File: config.mk
export PLATFORM = sky130hd
export DESIGN_NAME = forth_seq
export DESIGN_NICKNAME = d
export VERILOG_FILES = /design/src/rtl/forth_seq.sv
export SDC_FILE = /design/constraint.sdc
export NUM_CORES = 1
export LEC_CHECK = 0
export BUFFER_PORTS_ARGS = -buffer_cell sky130_fd_sc_hd__buf_4
export CAP_MARGIN = 10
export CORE_ASPECT_RATIO = 1.25
export CORE_UTILIZATION = 40
export CTS_CLUSTER_DIAMETER = 30
export DETAILED_ROUTE_END_ITERATION = 10
export GPL_ROUTABILITY_DRIVEN = 1
export HOLD_SLACK_MARGIN = 0.12
export PLACE_DENSITY = 0.77
export RECOVER_POWER = 25
export SYNTH_ARGS = -nofsm -noshare
export SYNTH_HDL_FRONTEND = slang
export SYNTH_SLANG_ARGS = --single-unit
File: constraint.sdc
create_clock -name clk -period 4.5 [get_ports clk]
set_input_delay 0.9 -clock clk [delete_from_list [all_inputs] [get_ports clk]]
set_output_delay 0.9 -clock clk [all_outputs]
set_load 0.01 [all_outputs]
File: src/rtl/forth_seq.sv
// Fetch/decode sequencer for the 16-bit stack CPU: owns the PC, decodes ROM words
// into tos_comb/tos_mem strobes and stack requests. Optional macro: SEQ_STACK_CHECK_EN.
module forth_seq #(
  parameter int width       = 16,
  parameter int iaddr_width = 13,
  parameter int RESET_PC    = 0,
  parameter int PDEPTH      = 16,
  parameter int RDEPTH      = 16
) (
  input  logic                   clk,
  input  logic                   reset,
  input  logic                   run,
  output logic                   halted,
  output logic [iaddr_width-1:0] iaddr,
  input  logic [width-1:0]       instr,
  input  logic [width-1:0]       TOS,
  input  logic                   TOS_is_zero,
  input  logic [width-1:0]       rstack_top,
  output logic [width-1:0]       imm,
  output logic                   rstack_sel,
  output logic                   zero_arg,
  output logic [1:0]             logic_op,
  output logic                   sub,
  output logic                   adder_sel,
  output logic                   shift_sel,
  output logic                   zero_sel,
  output logic                   reg_sel,
  output logic                   imm_sel,
  output logic                   mem_read,
  output logic                   mem_write,
  output logic                   pstack_push,
  output logic                   pstack_pop,
  output logic                   rstack_push,
  output logic                   rstack_pop,
  output logic [width-1:0]       rstack_din,
  output logic                   fault
);

  localparam logic [1:0] S_HALT  = 2'd0;
  localparam logic [1:0] S_FETCH = 2'd1;
  localparam logic [1:0] S_EXEC  = 2'd2;

  logic [1:0]             r_state;
  logic [iaddr_width-1:0] r_pc;
  logic [iaddr_width-1:0] w_pc_inc;
  logic [iaddr_width-1:0] w_pc_next;
  logic [iaddr_width-1:0] w_target;
  logic                   w_p_push;
  logic                   w_p_pop;
  logic                   w_r_push;
  logic                   w_r_pop;
  logic                   w_fault_now;
  logic                   w_start_ok;
  logic                   w_unused;

  assign halted   = (r_state == S_HALT);
  assign iaddr    = r_pc;
  assign w_pc_inc = r_pc + 1'b1;
  assign w_target = instr[iaddr_width-1:0];

  always_comb begin
    // NOTE: every output gets a default first so no path through the decode infers a latch.
    imm        = '0;
    rstack_sel = 1'b0;
    zero_arg   = 1'b0;
    logic_op   = 2'b00;
    sub        = 1'b0;
    adder_sel  = 1'b0;
    shift_sel  = 1'b0;
    zero_sel   = 1'b0;
    reg_sel    = 1'b0;
    imm_sel    = 1'b0;
    mem_read   = 1'b0;
    mem_write  = 1'b0;
    w_p_push   = 1'b0;
    w_p_pop    = 1'b0;
    w_r_push   = 1'b0;
    w_r_pop    = 1'b0;
    rstack_din = '0;
    w_pc_next  = w_pc_inc;

    if (r_state != S_EXEC) begin
      // HOLD (TOS | 0) lets a pending memory read land in TOS_r after @.
      zero_arg = 1'b1;
      logic_op = 2'b01;
    end else if (instr[15]) begin
      imm      = width'(instr[14:0]);
      imm_sel  = 1'b1;
      w_p_push = 1'b1;
    end else begin
      case (instr[14:13])
        2'b00: begin
          zero_arg  = 1'b1;
          logic_op  = 2'b01;
          w_pc_next = w_target;
        end
        2'b01: begin
          reg_sel = 1'b1;
          w_p_pop = 1'b1;
          if (TOS_is_zero) w_pc_next = w_target;
        end
        2'b10: begin
          zero_arg   = 1'b1;
          logic_op   = 2'b01;
          w_r_push   = 1'b1;
          rstack_din = width'(w_pc_inc);
          w_pc_next  = w_target;
        end
        default: begin
          case (instr[11:8])
            4'd1:  reg_sel = 1'b1;
            4'd2:  begin reg_sel = 1'b1; rstack_sel = 1'b1; end
            4'd3:  adder_sel = 1'b1;
            4'd4:  begin adder_sel = 1'b1; sub = 1'b1; end
            4'd5:  logic_op = 2'b00;
            4'd6:  logic_op = 2'b01;
            4'd7:  logic_op = 2'b10;
            4'd8:  logic_op = 2'b11;
            4'd9:  shift_sel = 1'b1;
            4'd10: begin zero_sel = 1'b1; logic_op = 2'b11; end
            4'd11: begin zero_arg = 1'b1; logic_op = 2'b01; mem_read = 1'b1; end
            4'd12: begin mem_write = 1'b1; reg_sel = 1'b1; end
            default: begin zero_arg = 1'b1; logic_op = 2'b01; end
          endcase

          case (instr[7:6])
            2'b01:   w_p_push = 1'b1;
            2'b10:   w_p_pop  = 1'b1;
            default: ;
          endcase

          // Return overrides the rstack delta so push and pop never collide.
          if (instr[12]) begin
            w_r_pop   = 1'b1;
            w_pc_next = rstack_top[iaddr_width-1:0];
          end else begin
            case (instr[5:4])
              2'b01:   w_r_push = 1'b1;
              2'b10:   w_r_pop  = 1'b1;
              default: ;
            endcase
          end

          if (instr[3]) rstack_din = TOS;
        end
      endcase
    end
  end

`ifdef SEQ_STACK_CHECK_EN
  localparam int PD_W = $clog2(PDEPTH + 1);
  localparam int RD_W = $clog2(RDEPTH + 1);

  logic [PD_W-1:0] r_pdepth;
  logic [RD_W-1:0] r_rdepth;
  logic            r_fault;
  logic            w_p_ovf;
  logic            w_p_unf;
  logic            w_r_ovf;
  logic            w_r_unf;

  assign w_p_ovf = w_p_push && (r_pdepth == PD_W'(PDEPTH));
  assign w_p_unf = w_p_pop  && (r_pdepth == '0);
  assign w_r_ovf = w_r_push && (r_rdepth == RD_W'(RDEPTH));
  assign w_r_unf = w_r_pop  && (r_rdepth == '0);

  assign pstack_push = w_p_push & ~w_p_ovf;
  assign pstack_pop  = w_p_pop  & ~w_p_unf;
  assign rstack_push = w_r_push & ~w_r_ovf;
  assign rstack_pop  = w_r_pop  & ~w_r_unf;

  assign w_fault_now = w_p_ovf | w_p_unf | w_r_ovf | w_r_unf;
  assign w_start_ok  = ~r_fault;
  assign fault       = r_fault;
  assign w_unused    = ^rstack_top[width-1:iaddr_width];

  // Stack requests only exist in EXEC, so depth tracking follows the gated strobes.
  always_ff @(posedge clk or posedge reset) begin
    if (reset) begin
      r_pdepth <= '0;
      r_rdepth <= '0;
      r_fault  <= 1'b0;
    end else if (r_state == S_EXEC) begin
      r_pdepth <= r_pdepth + PD_W'(pstack_push) - PD_W'(pstack_pop);
      r_rdepth <= r_rdepth + RD_W'(rstack_push) - RD_W'(rstack_pop);
      if (w_fault_now) r_fault <= 1'b1;
    end
  end
`else
  assign pstack_push = w_p_push;
  assign pstack_pop  = w_p_pop;
  assign rstack_push = w_r_push;
  assign rstack_pop  = w_r_pop;
  assign w_fault_now = 1'b0;
  assign w_start_ok  = 1'b1;
  assign fault       = 1'b0;
  assign w_unused    = ^{rstack_top[width-1:iaddr_width], PDEPTH[0], RDEPTH[0]};
`endif

  // NOTE: sequential state uses non-blocking assignments so every register samples pre-edge values.
  always_ff @(posedge clk or posedge reset) begin
    if (reset) begin
      r_state <= S_HALT;
      r_pc    <= iaddr_width'(RESET_PC);
    end else begin
      case (r_state)
        S_HALT:  if (run && w_start_ok) r_state <= S_FETCH;
        S_FETCH: r_state <= S_EXEC;
        S_EXEC: begin
          if (w_fault_now) begin
            r_state <= S_HALT;
          end else begin
            r_pc    <= w_pc_next;
            r_state <= run ? S_FETCH : S_HALT;
          end
        end
        default: r_state <= S_HALT;
      endcase
    end
  end

endmodule

== Word level (Yosys, flattened, before mapping) ==
Index checks and enable logic that the tools add are counted.

* $add $sub $neg: 1
* Multipliers: 0
* Div/mod/pow operators: 0
* Magnitude comparators: 0
* Eq/ne operators: 22
* Shift operators: 0
* Mux-type cells: 74
* Bitwise operators: 0
* Reduce and logical (&&, ||, !) cells: 10

{| class="wikitable"
|+ Operator list
! cell !! number
|-
| 2-to-1 mux 16 bit || 4
|-
| 2-to-1 mux 1 bit || 53
|-
| 2-to-1 mux 13 bit || 4
|-
| one-hot mux 16 bit (2 select lines) || 1
|-
| one-hot mux 13 bit (2 select lines) || 1
|-
| == test 4 bit (second input constant) || 5
|-
| == test 4 x 3 -> 1 bit (second input constant) || 4
|-
| 2-to-1 mux 15 bit || 1
|-
| adder 13 x 1 -> 13 bit (second input constant) || 1
|-
| one-hot mux 2 bit (3 select lines) || 2
|-
| OR reduction 11 bit || 1
|-
| == test 2 x 1 -> 1 bit (second input constant) || 4
|-
| == test 2 bit (second input constant) || 4
|-
| == test 4 x 2 -> 1 bit (second input constant) || 2
|-
| one-hot mux 1 bit (2 select lines) || 4
|-
| OR reduction 2 bit || 4
|-
| OR reduction 7 bit || 1
|-
| 2-to-1 mux 2 bit || 3
|-
| OR reduction 3 bit || 2
|-
| == test 4 x 1 -> 1 bit (second input constant) || 1
|-
| logical NOT 2 bit || 2
|-
| inequality test 2 bit (second input constant) || 2
|-
| one-hot mux 2 bit (2 select lines) || 1
|}

* Flip-flop bits (word level): 15
* Latch bits: 0
* Memory bits (writable): 0
* ROM bits: 0
* Input bits: 52
* Output and inout bits: 63
* Logic and storage cells: 109
* Memories: 0

== Logic depth before layout (Yosys ltp) ==
* Depth after elaboration: 6
* Mapped depth: 7

== Worst setup path before layout ==
No wires, ideal clock.

* Kind: input port to output port
* From: in instr[8]
* To: out logic_op[0]
* Arrival: 2.098 ns
* Slack: 1.502 ns
* Cell stages on the path: 5
* Path through: buf_2 -> maj3_1 -> a221oi_1 -> o21ai_1 -> or2_1

* Word-level cells in the longest chain between the ends: 6

{| class="wikitable"
|+ RTL lines
! item !! RTL line !! text
|-
| from (decl) || 15 || <nowiki>input logic [width-1:0] instr,</nowiki>
|-
| == test 4 bit, or another cell as far along || 110 || <nowiki>case (instr[11:8])</nowiki>
|-
| OR reduction 7 bit (no source line) / OR reduction 2 bit (equally long branches) || n/a ||
|-
| one-hot mux 2 bit (3 select lines) * || 110 ||
|-
| one-hot mux 2 bit (2 select lines) * || 91 || <nowiki>case (instr[14:13])</nowiki>
|-
| 2-to-1 mux 2 bit * || 86 || <nowiki>end else if (instr[15]) begin</nowiki>
|-
| 2-to-1 mux 2 bit * || 82 || <nowiki>if (r_state != S_EXEC) begin</nowiki>
|-
| to (decl) || 22 || <nowiki>output logic [1:0] logic_op,</nowiki>
|}

Mark *: on every way between the ends. The rest lies on a longest branch, timed or not.

== Worst setup path in the final report ==
* From: in instr[15]
* To: out rstack_din[11]

* Word-level cells in the longest chain between the ends: 2

{| class="wikitable"
|+ RTL lines
! item !! RTL line !! text
|-
| 2-to-1 mux 16 bit || 86 ||
|-
| 2-to-1 mux 16 bit || 82 ||
|-
| to (decl) || 35 || <nowiki>output logic [width-1:0] rstack_din,</nowiki>
|}

Every way passes these cells.

==> key figures <==
Run status
  – Outcome: finished, final reports clean

GRT
  – First-pass GRT wire length: 8710 um
  – Largest net degree at the start of global routing: 34
  – Vias in the first global route: 1827
  – Grt total ovfl: 0
  – Global-route usage over all layers: 25.2%
  – Antenna violations before repair: 0

Yosys
  – Ys async rst share: 100%
  – Cell count after synthesis: 235
  – Netlist Area Pre-Place: 0.00171 mm^2
  – Seq cells post-synth: 15
  – Synth unique cells: 49
  – Post-synth top flop: dfrtp_1
  – Yosys warns: 0
  – Number of synthesized flops with an enable pin: 0
  – Mean Syn Cell Area: 7.28 um^2
  – Seq/Total Area, Yosys: 21.9%

Timing
  – Final setup violation count: 0
  – Slew Limit Fails: 0
  – Achievable Freq: 298 MHz
  – Post-route setup slack: 1.14 ns
  – Slew Limit Headroom: 47.4%
  – Period utilization: 74.6%
  – Fin. Hold Viols: 0
  – RSZ-0062 raised after global routing: false
  – Actual slew at the worst max-slew pin: 0.786 ns
  – Final TNS setup: 0 ns
  – WHS: 0.477 ns
  – Worst clock skew: 0.00541 ns
  – Fin crit period: 3.36 ns

Critical path
  – Worst EP required: 3.60 ns
  – Crit path DAT: 2.46 ns
  – Setup crit start kind: input port
  – CP Capture Type: primary output
  – Crit Path Class: in -> out
  – Crit path max fanout: 33

Power and ir drop
  – Pwr/cell area: 292 mW/mm^2
  – VDD IR max: 0.186 mV
  – Static Leak: 1.19 nW
  – Total power draw: 0.739 mW

Detailed routing
  – Routed wire length per instance: 15.5 um
  – Vias: 2141
  – DR iter-0 viols: 180
  – Vias per inst: 5.62
  – DRT Pass-1 Iters: 4
  – Final Routed Wirelength: 5910 um
  – Antenna Nets Post-Route: 0
  – # DRC: 0

CTS
  – Post-CTS sizing: 0
  – CTS tree: built
  – Post-CTS Setup Bufs: 0
  – H-tree levels: 1
  – Root Buffer: clkbuf_8
  – Clock tree sinks: 15
  – Reg clk slew, reported paths: 0.06 ns
  – Hold_buf cts: 0
  – CTS Buffer Depth: 2
  – Total CTS buffers: 3
  – Clock Latency Late Sink: 0.25 ns

Floorplan
  – Core area: 0.00410 mm^2
  – DIE AREA: 0.00455 mm^2
  – Die width: 60.5 um
  – Starting Density: 41.8%
  – # IOs: 115
  – Die Span Y: 75.1 um
  – Std cell rows: 26

Place
  – Setup WS pre-CTS: 1.17 ns
  – DP Area: 0.00250 mm^2
  – I/O Buffers: 109
  – Routability Congestion: 0.827
  – Dpl hpwl: 4470 um

Cells and area
  – Design Area, Final: 0.00253 mm^2
  – Share of cells above drive strength 1: 36.3%
  – NumNets Final: 379
  – Ant diodes: 0
  – P&R area growth vs syn: 47.7%

Job
  – Max-Cap Viols: 0

Min path
  – Min-Delay Path Class: reg -> reg
-- logic make-up after synthesis --
logic type,after synthesis,share of synthesized area (%)
fa+ha+maj,2,1.32
compound gates,68,29.7
other cells,1,0.219
flops,15,21.9
buf+inv,31,7.82
xor+xnor,10,5.12
simple gates,108,33.9
-- sequential cells by signal (all words and copies together) (netlist names) --
name     flops
r_state      2
iaddr       13
-- metrics by stage --
stage,util (%),cells
after global routing,61.7,381
final,61.7,381
after floorplan,-,236
after global placement,61.1,377
after CTS,62.1,381
after detailed placement,61.1,377
-- cell usage after synthesis (2+ instances only) --
cell type | count | share of area (%)
a21oi_1 | 8 | 2.3
a22o_1 | 2 | 1.0
a22oi_1 | 12 | 5.3
a2bb2oi_1 | 4 | 2.0
a31oi_1 | 2 | 0.73
and2_1 | 2 | 0.73
and3_1 | 21 | 7.7
buf_1 | 2 | 0.44
buf_2 | 8 | 2.3
buf_4 | 2 | 0.88
clkbuf_1 | 13 | 2.9
dfrtp_1 | 15 | 22
inv_1 | 6 | 1.3
nand2_1 | 20 | 4.4
nand2b_1 | 3 | 1.1
nand3_1 | 5 | 1.5
nor2_1 | 30 | 6.6
nor2b_1 | 5 | 1.8
nor3_1 | 9 | 2.6
nor3b_1 | 3 | 1.3
o21a_1 | 10 | 4.4
o21ai_0 | 7 | 2.0
o221ai_1 | 8 | 4.1
o22ai_1 | 4 | 1.5
or3_1 | 2 | 0.73
xnor2_1 | 6 | 3.1
xor2_1 | 4 | 2.0
-- cell usage in the layout (no fill, tap or decap), drive strengths merged --
cell type	n
nor2b	5
nand3b	1
a2bb2oi	4
a31oi	3
a221oi	1
conb	2
nor4	2
dfrtp	15
or2	2
or3	2
o21ai	8
clkbuf	11
o32a	1
a221o	1
nor2	30
nand3	6
o221ai	9
inv	6
ha	1
a22o	2
nor3	9
nand2b	3
or3b	1
buf	103
o311a	1
o32ai	1
a21o	1
a21oi	8
and2	2
a22oi	12
nand2	20
maj3	1
o21a	10
nor3b	3
o22ai	4
nand4	1
xor2	4
xnor2	6
and3	21
a211oi	2
-- where the power goes --
part	switching [mW]	internal, mW	total [mW]
sequential	0.0763	0.175	0.251
clock	0.0462	0.0627	0.109
combinational	0.198	0.181	0.379
-- worst max-delay path, cell delays in order --
cell and delay (ns):
buf_4 0.21, nor2_1 0.26, nand2_1 0.35, or2_2 0.41
o22ai_1 0.16, buf_4 0.16
-- per-layer routing --
| metal | GRT usage [%] | up-vias | share of wire [%] |
|---|---|---|---|
| li1 | - | 1030 | - |
| met1 | 30.8 | 1011 | 40 |
| met2 | 45.8 | 96 | 52 |
| met3 | 4.98 | 4 | 7.5 |
| met4 | 4.04 | 0 | 0.85 |
| met5 | 0 | - | 0 |
-- path summary, 6_finish.rpt --
kind,to,slack (ns),depth (start not counted),start
worst max register to register,iaddr[10],2.58,6,iaddr[0]
worst max-delay path,rstack_din[11],1.14,6,instr[15]
min in group asynchronous,iaddr[6],0.72,2,reset
worst min register to register,r_state[1],0.48,1,r_state[1]
worst min-delay path,r_state[1],0.48,1,r_state[1]
max in group asynchronous,iaddr[12],3.40,2,reset
-- cell type report --
class	count	area [um^2]
flip-flops and latches	15	375
multi-input cells	190	1210
inverters	6	22.5
fillers	426	1570
repair buffers	110	807
clock buffers	4	45.0
well taps	56	70.1
(Power assumes the default switching activity.)
